`src/rtl/nav_pkg.sv`:
```
// nav_pkg: shared encodings for the navigation command sequencer.
package nav_pkg;

    // Direction-controller RUN_FLAG status
    localparam logic [1:0] RUN_INI = 2'b00;
    localparam logic [1:0] RUN_EXC = 2'b01;
    localparam logic [1:0] RUN_COM = 2'b10;
    localparam logic [1:0] RUN_ERR = 2'b11;

    // COMMAND codes driven to the direction controller
    localparam logic [7:0] CMD_IDLE       = 8'h00;
    localparam logic [7:0] CMD_STRAIGHT   = 8'h0C;
    localparam logic [7:0] CMD_TURN_LEFT  = 8'h0E;
    localparam logic [7:0] CMD_TURN_RIGHT = 8'h0F;

    // Program opcodes, stored in PROG_DATA[9:8]
    localparam logic [1:0] OP_END        = 2'b00;
    localparam logic [1:0] OP_STRAIGHT   = 2'b01;
    localparam logic [1:0] OP_TURN_RIGHT = 2'b10;
    localparam logic [1:0] OP_TURN_LEFT  = 2'b11;

    // ERR_CODE values
    localparam logic [1:0] ERRC_NONE    = 2'b00;
    localparam logic [1:0] ERRC_ACK_TO  = 2'b01;
    localparam logic [1:0] ERRC_RUN_TO  = 2'b10;
    localparam logic [1:0] ERRC_RUN_ERR = 2'b11;

    // Shared phase timer width (wide enough for the run timeout)
    localparam int TIMER_W = 24;

    typedef enum logic [2:0] {
        ST_IDLE,
        ST_FETCH,
        ST_WAIT_ACK,
        ST_WAIT_DONE,
        ST_GAP,
        ST_DONE,
        ST_ERROR
    } state_e;

    // Map a step opcode onto the controller command byte
    function automatic logic [7:0] op_to_cmd(input logic [1:0] op);
        logic [7:0] cmd;
        case (op)
            OP_STRAIGHT:   cmd = CMD_STRAIGHT;
            OP_TURN_RIGHT: cmd = CMD_TURN_RIGHT;
            OP_TURN_LEFT:  cmd = CMD_TURN_LEFT;
            default:       cmd = CMD_IDLE;
        endcase
        return cmd;
    endfunction

endpackage

```
`src/rtl/nav_step_timer.sv`:
```
// nav_step_timer: clearable saturating phase counter with a >= limit compare.
module nav_step_timer
    import nav_pkg::*;
(
    input  logic               clk_i,
    input  logic               rst_i,
    input  logic               clr_i,
    input  logic [TIMER_W-1:0] limit_i,
    output logic               hit_o
);

    logic [TIMER_W-1:0] cnt_q;
    logic [TIMER_W-1:0] cnt_d;

    // Next count: clear wins, otherwise count up and stick at all-ones
    always_comb begin
        cnt_d = cnt_q;
        if (clr_i) begin
            cnt_d = '0;
        end else if (cnt_q != {TIMER_W{1'b1}}) begin
            cnt_d = cnt_q + TIMER_W'(1);
        end
    end

    // Count register
    always_ff @(posedge clk_i) begin
        if (rst_i) begin
            cnt_q <= '0;
        end else begin
            cnt_q <= cnt_d;
        end
    end

    assign hit_o = (cnt_q >= limit_i);

endmodule

```
`src/rtl/nav_command_sequencer.sv`:
```
// nav_command_sequencer: steps the direction controller through a stored
// path program, supervising the RUN_FLAG handshake of every step.
module nav_command_sequencer
    import nav_pkg::*;
#(
    parameter int DEPTH       = 16,
    parameter int ADDR_W      = 4,
    parameter int ACK_TIMEOUT = 16,
    parameter int RUN_TIMEOUT = 10000000,
    parameter int GAP_CYCLES  = 8
) (
    input  logic              CLK,
    input  logic              RST,
    input  logic              PROG_WE,
    input  logic [ADDR_W-1:0] PROG_ADDR,
    input  logic [9:0]        PROG_DATA,
    input  logic              START,
    input  logic              ABORT,
    input  logic [1:0]        RUN_FLAG,
    output logic [7:0]        COMMAND,
    output logic [7:0]        COMPARE_DISTANCE,
    output logic [ADDR_W-1:0] STEP_INDEX,
    output logic              BUSY,
    output logic              DONE,
    output logic [1:0]        ERR_CODE
);

    // Timer limits are "last cycle" counts: the timer reads 0 on the first
    // cycle of a phase. GAP is one short because the FETCH cycle that follows
    // also holds COMMAND idle, giving GAP_CYCLES neutral cycles in total.
    localparam logic [TIMER_W-1:0] ACK_LIMIT = TIMER_W'(ACK_TIMEOUT - 1);
    localparam logic [TIMER_W-1:0] RUN_LIMIT = TIMER_W'(RUN_TIMEOUT - 1);
    localparam logic [TIMER_W-1:0] GAP_LIMIT = TIMER_W'(GAP_CYCLES - 2);
    localparam logic [ADDR_W-1:0]  LAST_IDX  = ADDR_W'(DEPTH - 1);

    logic [9:0]         prog_q [DEPTH];
    logic [9:0]         entry;

    state_e             state_q, state_d;
    logic [7:0]         cmd_q, cmd_d;
    logic [7:0]         dist_q, dist_d;
    logic [ADDR_W-1:0]  idx_q, idx_d;
    logic               busy_q, busy_d;
    logic               done_q, done_d;
    logic [1:0]         err_q, err_d;

    logic               tmr_clr;
    logic               tmr_hit;
    logic [TIMER_W-1:0] tmr_limit;

    assign entry = prog_q[idx_q];

    // Program store; writes are locked out while a program is running
    always_ff @(posedge CLK) begin
        if (PROG_WE && !busy_q) begin
            prog_q[PROG_ADDR] <= PROG_DATA;
        end
    end

    // Select the timeout that applies to the current phase
    always_comb begin
        tmr_limit = {TIMER_W{1'b1}};
        case (state_q)
            ST_WAIT_ACK:  tmr_limit = ACK_LIMIT;
            ST_WAIT_DONE: tmr_limit = RUN_LIMIT;
            ST_GAP:       tmr_limit = GAP_LIMIT;
            default:      tmr_limit = {TIMER_W{1'b1}};
        endcase
    end

    nav_step_timer u_timer (
        .clk_i   (CLK),
        .rst_i   (RST),
        .clr_i   (tmr_clr),
        .limit_i (tmr_limit),
        .hit_o   (tmr_hit)
    );

    // Next-state and registered-output decode
    always_comb begin
        state_d = state_q;
        cmd_d   = cmd_q;
        dist_d  = dist_q;
        idx_d   = idx_q;
        err_d   = err_q;

        case (state_q)
            ST_IDLE, ST_DONE, ST_ERROR: begin
                if (START) begin
                    idx_d   = '0;
                    err_d   = ERRC_NONE;
                    state_d = ST_FETCH;
                end
            end
            ST_FETCH: begin
                if (entry[9:8] == OP_END) begin
                    cmd_d   = CMD_IDLE;
                    dist_d  = '0;
                    state_d = ST_DONE;
                end else begin
                    cmd_d   = op_to_cmd(entry[9:8]);
                    dist_d  = entry[7:0];
                    state_d = ST_WAIT_ACK;
                end
            end
            ST_WAIT_ACK: begin
                // INI/COM are the controller still finishing the last step
                if (RUN_FLAG == RUN_ERR) begin
                    err_d   = ERRC_RUN_ERR;
                    state_d = ST_ERROR;
                end else if (RUN_FLAG == RUN_EXC) begin
                    state_d = ST_WAIT_DONE;
                end else if (tmr_hit) begin
                    err_d   = ERRC_ACK_TO;
                    state_d = ST_ERROR;
                end
            end
            ST_WAIT_DONE: begin
                if (RUN_FLAG == RUN_ERR) begin
                    err_d   = ERRC_RUN_ERR;
                    state_d = ST_ERROR;
                end else if (RUN_FLAG == RUN_COM) begin
                    cmd_d   = CMD_IDLE;
                    dist_d  = '0;
                    state_d = ST_GAP;
                end else if (tmr_hit) begin
                    err_d   = ERRC_RUN_TO;
                    state_d = ST_ERROR;
                end
            end
            ST_GAP: begin
                if (tmr_hit) begin
                    if (idx_q == LAST_IDX) begin
                        state_d = ST_DONE;
                    end else begin
                        idx_d   = idx_q + ADDR_W'(1);
                        state_d = ST_FETCH;
                    end
                end
            end
            default: state_d = ST_IDLE;
        endcase

        if (state_d == ST_ERROR) begin
            cmd_d  = CMD_IDLE;
            dist_d = '0;
        end

        // Abort overrides everything, including a same-cycle START
        if (ABORT) begin
            state_d = ST_IDLE;
            cmd_d   = CMD_IDLE;
            dist_d  = '0;
            err_d   = ERRC_NONE;
            idx_d   = idx_q;
        end

        busy_d  = (state_d inside {ST_FETCH, ST_WAIT_ACK, ST_WAIT_DONE, ST_GAP});
        done_d  = (state_d == ST_DONE);
        tmr_clr = (state_d != state_q);
    end

    // State and output registers
    always_ff @(posedge CLK) begin
        if (RST) begin
            state_q <= ST_IDLE;
            cmd_q   <= CMD_IDLE;
            dist_q  <= '0;
            idx_q   <= '0;
            busy_q  <= 1'b0;
            done_q  <= 1'b0;
            err_q   <= ERRC_NONE;
        end else begin
            state_q <= state_d;
            cmd_q   <= cmd_d;
            dist_q  <= dist_d;
            idx_q   <= idx_d;
            busy_q  <= busy_d;
            done_q  <= done_d;
            err_q   <= err_d;
        end
    end

    assign COMMAND          = cmd_q;
    assign COMPARE_DISTANCE = dist_q;
    assign STEP_INDEX       = idx_q;
    assign BUSY             = busy_q;
    assign DONE             = done_q;
    assign ERR_CODE         = err_q;

endmodule

```
`config.mk`:
```
export PLATFORM = sky130hd
export DESIGN_NAME = nav_command_sequencer
export DESIGN_NICKNAME = d
export VERILOG_FILES = /design/src/rtl/nav_pkg.sv /design/src/rtl/nav_step_timer.sv /design/src/rtl/nav_command_sequencer.sv
export SDC_FILE = /design/constraint.sdc
export NUM_CORES = 1
export LEC_CHECK = 0
export BUFFER_PORTS_ARGS = -buffer_cell sky130_fd_sc_hd__clkbuf_2
export CORE_MARGIN = 3
export CORE_UTILIZATION = 46
export DETAILED_ROUTE_END_ITERATION = 10
export MAX_ROUTING_LAYER = met4
export PLACE_DENSITY = 0.69
export RECOVER_POWER = 25
export SLEW_MARGIN = 20
export SYNTH_ARGS = -nofsm -noshare
export SYNTH_HDL_FRONTEND = slang
export SYNTH_SLANG_ARGS = --single-unit
```
`constraint.sdc`:
```
create_clock -name CLK -period 7 [get_ports CLK]
set_input_delay 0.7 -clock CLK [delete_from_list [all_inputs] [get_ports CLK]]
set_output_delay 0.7 -clock CLK [all_outputs]
set_load 0.01 [all_outputs]
```
==> reports/qor.csv <==
stage,metric,value,unit
layout,Layout fillers,1633,
placed_design,gpl congestion,0.8469,
worst_setup_path,Critical Path AT,5.30,ns
pwr,Sw Ratio,21.83,%
routing,drt pass-1 iters,5,
layout,Layout area overhead,12.88,%
floorplan,DIE AREA,22300,µm²
worst_setup_path,critical path type,reg2reg,
sta,min cycle time layout,4.941,ns
status,status,completed,
floorplan,DIE HEIGHT,149.3,µm
pwr,Clk pwr share,42.6,%
layout,nets@finish,736,
synthesis,"FFs w/ async S/R, synth",0,%
worst_setup_path,Critical Path Sink Type,register,
pwr,Sw Pwr,0.5734,mW
cts,htree depth,1,
global_routing,initial antenna violation count,0,
pwr,Pwr Density,246.2,nW/µm²
pwr,worst vdd ir,0.0001919,V
routing,Residual DRC,0,
cts,post-CTS resize count,0,
cts,CTS tree,done,
cts,Skew-Pair Late Insertion Delay,0.52,ns
layout,layout cells sized above 1,23.70,%
sta,Setup TNS,0,ns
sta,fin. max-slew vios,0,
worst_setup_path,CP max FO,24,
layout,diode count,0,
placed_design,hpwl dp,13.54,mm
layout,register area,5808,µm²
global_routing,vias in the first global route,5954,
global_routing,GR Util All Layers,19.75,%
cts,setup bufs post-CTS,0,
sta,RSZ-0062 raised after global routing,no,
worst_setup_path,data required time of the critical path,7.35,ns
pwr,Pint,2.053,mW
sta,fmax,202.4,MHz
synthesis,Cells after Synth,641,
synthesis,Yosys warning count,0,
routing,post-detailed-routing wire length,20.98,mm
layout,multi-input logic area,3466,µm²
pwr,leakage,3.545,nW
layout,Post-Route Utilization,53.75,%
sta,# setup viols final,0,
synthesis,ys flop type,edfxtp_1,
pwr,Flop pwr share,52.0,%
routing,post-route ant nets,0,
sta,Hold WS,0.4682,ns
sta,Final Skew,0.02081,ns
worst_setup_path,R2R depth,12,
cts,"Hold-fix buffers, CTS",0,
synthesis,Yosys cell types,66,
routing,1st-iter DRT viols,413,
routing,vias per cell,5.916,
pwr,Comb pwr share,5.4,%
floorplan,num ports,45,
cts,CTS buffer count,23,
floorplan,Std-Cell Rows,51,
worst_hold_path,hold path depth,2,
routing,via count,5762,
worst_setup_path,Critical Path Max Stage Delay,0.68,ns
cts,CTS Buffer Depth,3,
cts,CTS root buf,clkbuf_16,
worst_hold_path,Hold Path Class,reg2reg,
floorplan,Initial Utilization,47.62,%
sta,final hold vios,0,
placed_design,Post-Place Worst Slack,2.117,ns
synthesis,Post-synth EDFFs,160,
flow_run,# Max-Cap Violations,0,
sta,Final WS setup,2.059,ns
global_routing,largest net degree at the start of global routing,48,
synthesis,Avg Inst Size Synth,14.74,µm²
worst_setup_path,Startpoint Class,register,
floorplan,Die X,149.3,µm
global_routing,GRT overflow,0,
placed_design,port buffer count,40,
synthesis,sequential share of the synthesized area,61.43,%
worst_setup_path,CP cell instances,clkinv_1 > nand3_1 > nand2_1 > ha_1 > nand4_1 > or4_1 > and2_1 > a221o_1 > and3b_1 > o31ai_2 > a21bo_2 > nor3_1,
synthesis,Syn Std Cell Area,9450,µm²
worst_setup_path,CP max-delay cell,a21bo_2,
cts,Sink Count,210,
routing,WL/cell,21.53,µm
global_routing,global-route wire length before repair,33.14,mm
sta,Slew @ Worst Pin,0.8583,ns
floorplan,area of the core,19850,µm²
sta,final period utilization,70.59,%
sta,relative slew slack,42.70,%
synthesis,#FFs+latches synth,210,
cts,Worst-path clk slew,0.06,ns
-- routing by layer --
metal  share of wire [%]  vias to the layer above  track usage [%]
met5                   0                        -                -
met1                  43                     2917            26.58
met2                  49                      178            31.70
li1                    -                     2628                -
met3                 6.7                       39            3.586
met4                 1.8                        0            4.622
-- state kept, by name (all words and copies together), names as in the netlist, named ones only --
| name | cells |
|---|---|
| STEP_INDEX | 4 |
| DONE | 1 |
| COMPARE_DISTANCE | 8 |
| COMMAND | 3 |
| BUSY | 1 |
| u_timer.cnt_q | 24 |
| prog_q | 160 |
| state_q | 3 |
| ERR_CODE | 2 |
-- synthesized netlist by cell type, drive strengths merged, types with 9 or more instances --
cell type	count	area, µm²
dfxtp	50	1001
mux2i	12	120.1
inv	11	41.29
nor3	46	330.3
nand3	11	55.05
edfxtp	160	4805
xnor2	23	201.4
nor2b	12	75.07
ha	21	262.8
a21oi	25	125.1
o21ai	10	50.05
clkbuf	14	52.55
buf	19	113.9
and3	9	56.30
nand2	21	78.83
nor2	48	180.2
mux4	48	1081
-- cells in the final DEF (no fill, tap or decap), types with 12 or more instances in the layout --
cell       instances
edfxtp_1         160
dfxtp_1           48
mux4_2            48
nor2_1            44
clkbuf_2          33
a21oi_1           25
nor3_1            25
xnor2_1           23
clkbuf_16         23
nand2_1           21
ha_1              21
nor3_2            20
buf_4             17
nor2b_1           12
mux2i_1           12
-- stage by stage --
step	power (mW)	instances	area, µm²
after floorplan	1.486	644	9462
after global placement	1.528	933	9962
after detailed placement	1.535	933	9967
after CTS	2.653	974	10670
after global routing	2.710	974	10670
final	2.626	974	10670
-- cell families after synthesis --
group,Yosys count,share of synthesized area (%)
mux,63,13.07
compound gates,86,6.607
other cells,1,0.03968
simple gates,189,11.31
xor+xnor,25,2.317
buf+inv,45,2.237
fa+ha+maj,22,2.992
flops,210,61.43
-- final timing paths --
check | start | endpoint | slack, ns
worst min-delay path | COMMAND[1]$_SDFFE_PP0P_ | COMMAND[1]$_SDFFE_PP0P_ | 0.47
worst min register to register | COMMAND[1]$_SDFFE_PP0P_ | COMMAND[1]$_SDFFE_PP0P_ | 0.47
worst max register to register | state_q[0]$_SDFF_PP0_ | u_timer.cnt_q[22]$_SDFFE_PP0P_ | 2.06
worst max-delay path | state_q[0]$_SDFF_PP0_ | u_timer.cnt_q[22]$_SDFFE_PP0P_ | 2.06
-- power groups by stage --
| stage | logic, mW | clock network (mW) | registers [mW] |
|---|---|---|---|
| floorplan | 0.0980 | 0 | 1.39 |
| global placement | 0.137 | 0 | 1.39 |
| detailed placement | 0.143 | 0 | 1.39 |
| CTS | 0.143 | 1.14 | 1.37 |
| global route | 0.156 | 1.19 | 1.37 |
| finish | 0.141 | 1.12 | 1.37 |
-- worst max-delay path: cells and delay by family (launching register included) --
family | cells | cell delay, ns
simple gates | 7 | 1.81
compound gates | 3 | 1.42
flops | 1 | 0.66
buf+inv | 1 | 0.44
fa+ha+maj | 1 | 0.44
-- area by class of cell --
class | count | area share, %
clock inverter | 14 | 1.009
clock buffer | 27 | 5.536
tap | 265 | 3.108
multi-input combinational | 389 | 32.49
inverter | 12 | 0.4222
timing repair buffer | 57 | 2.991
sequential | 210 | 54.45
No activity file was read; power rests on OpenSTA's default activity.
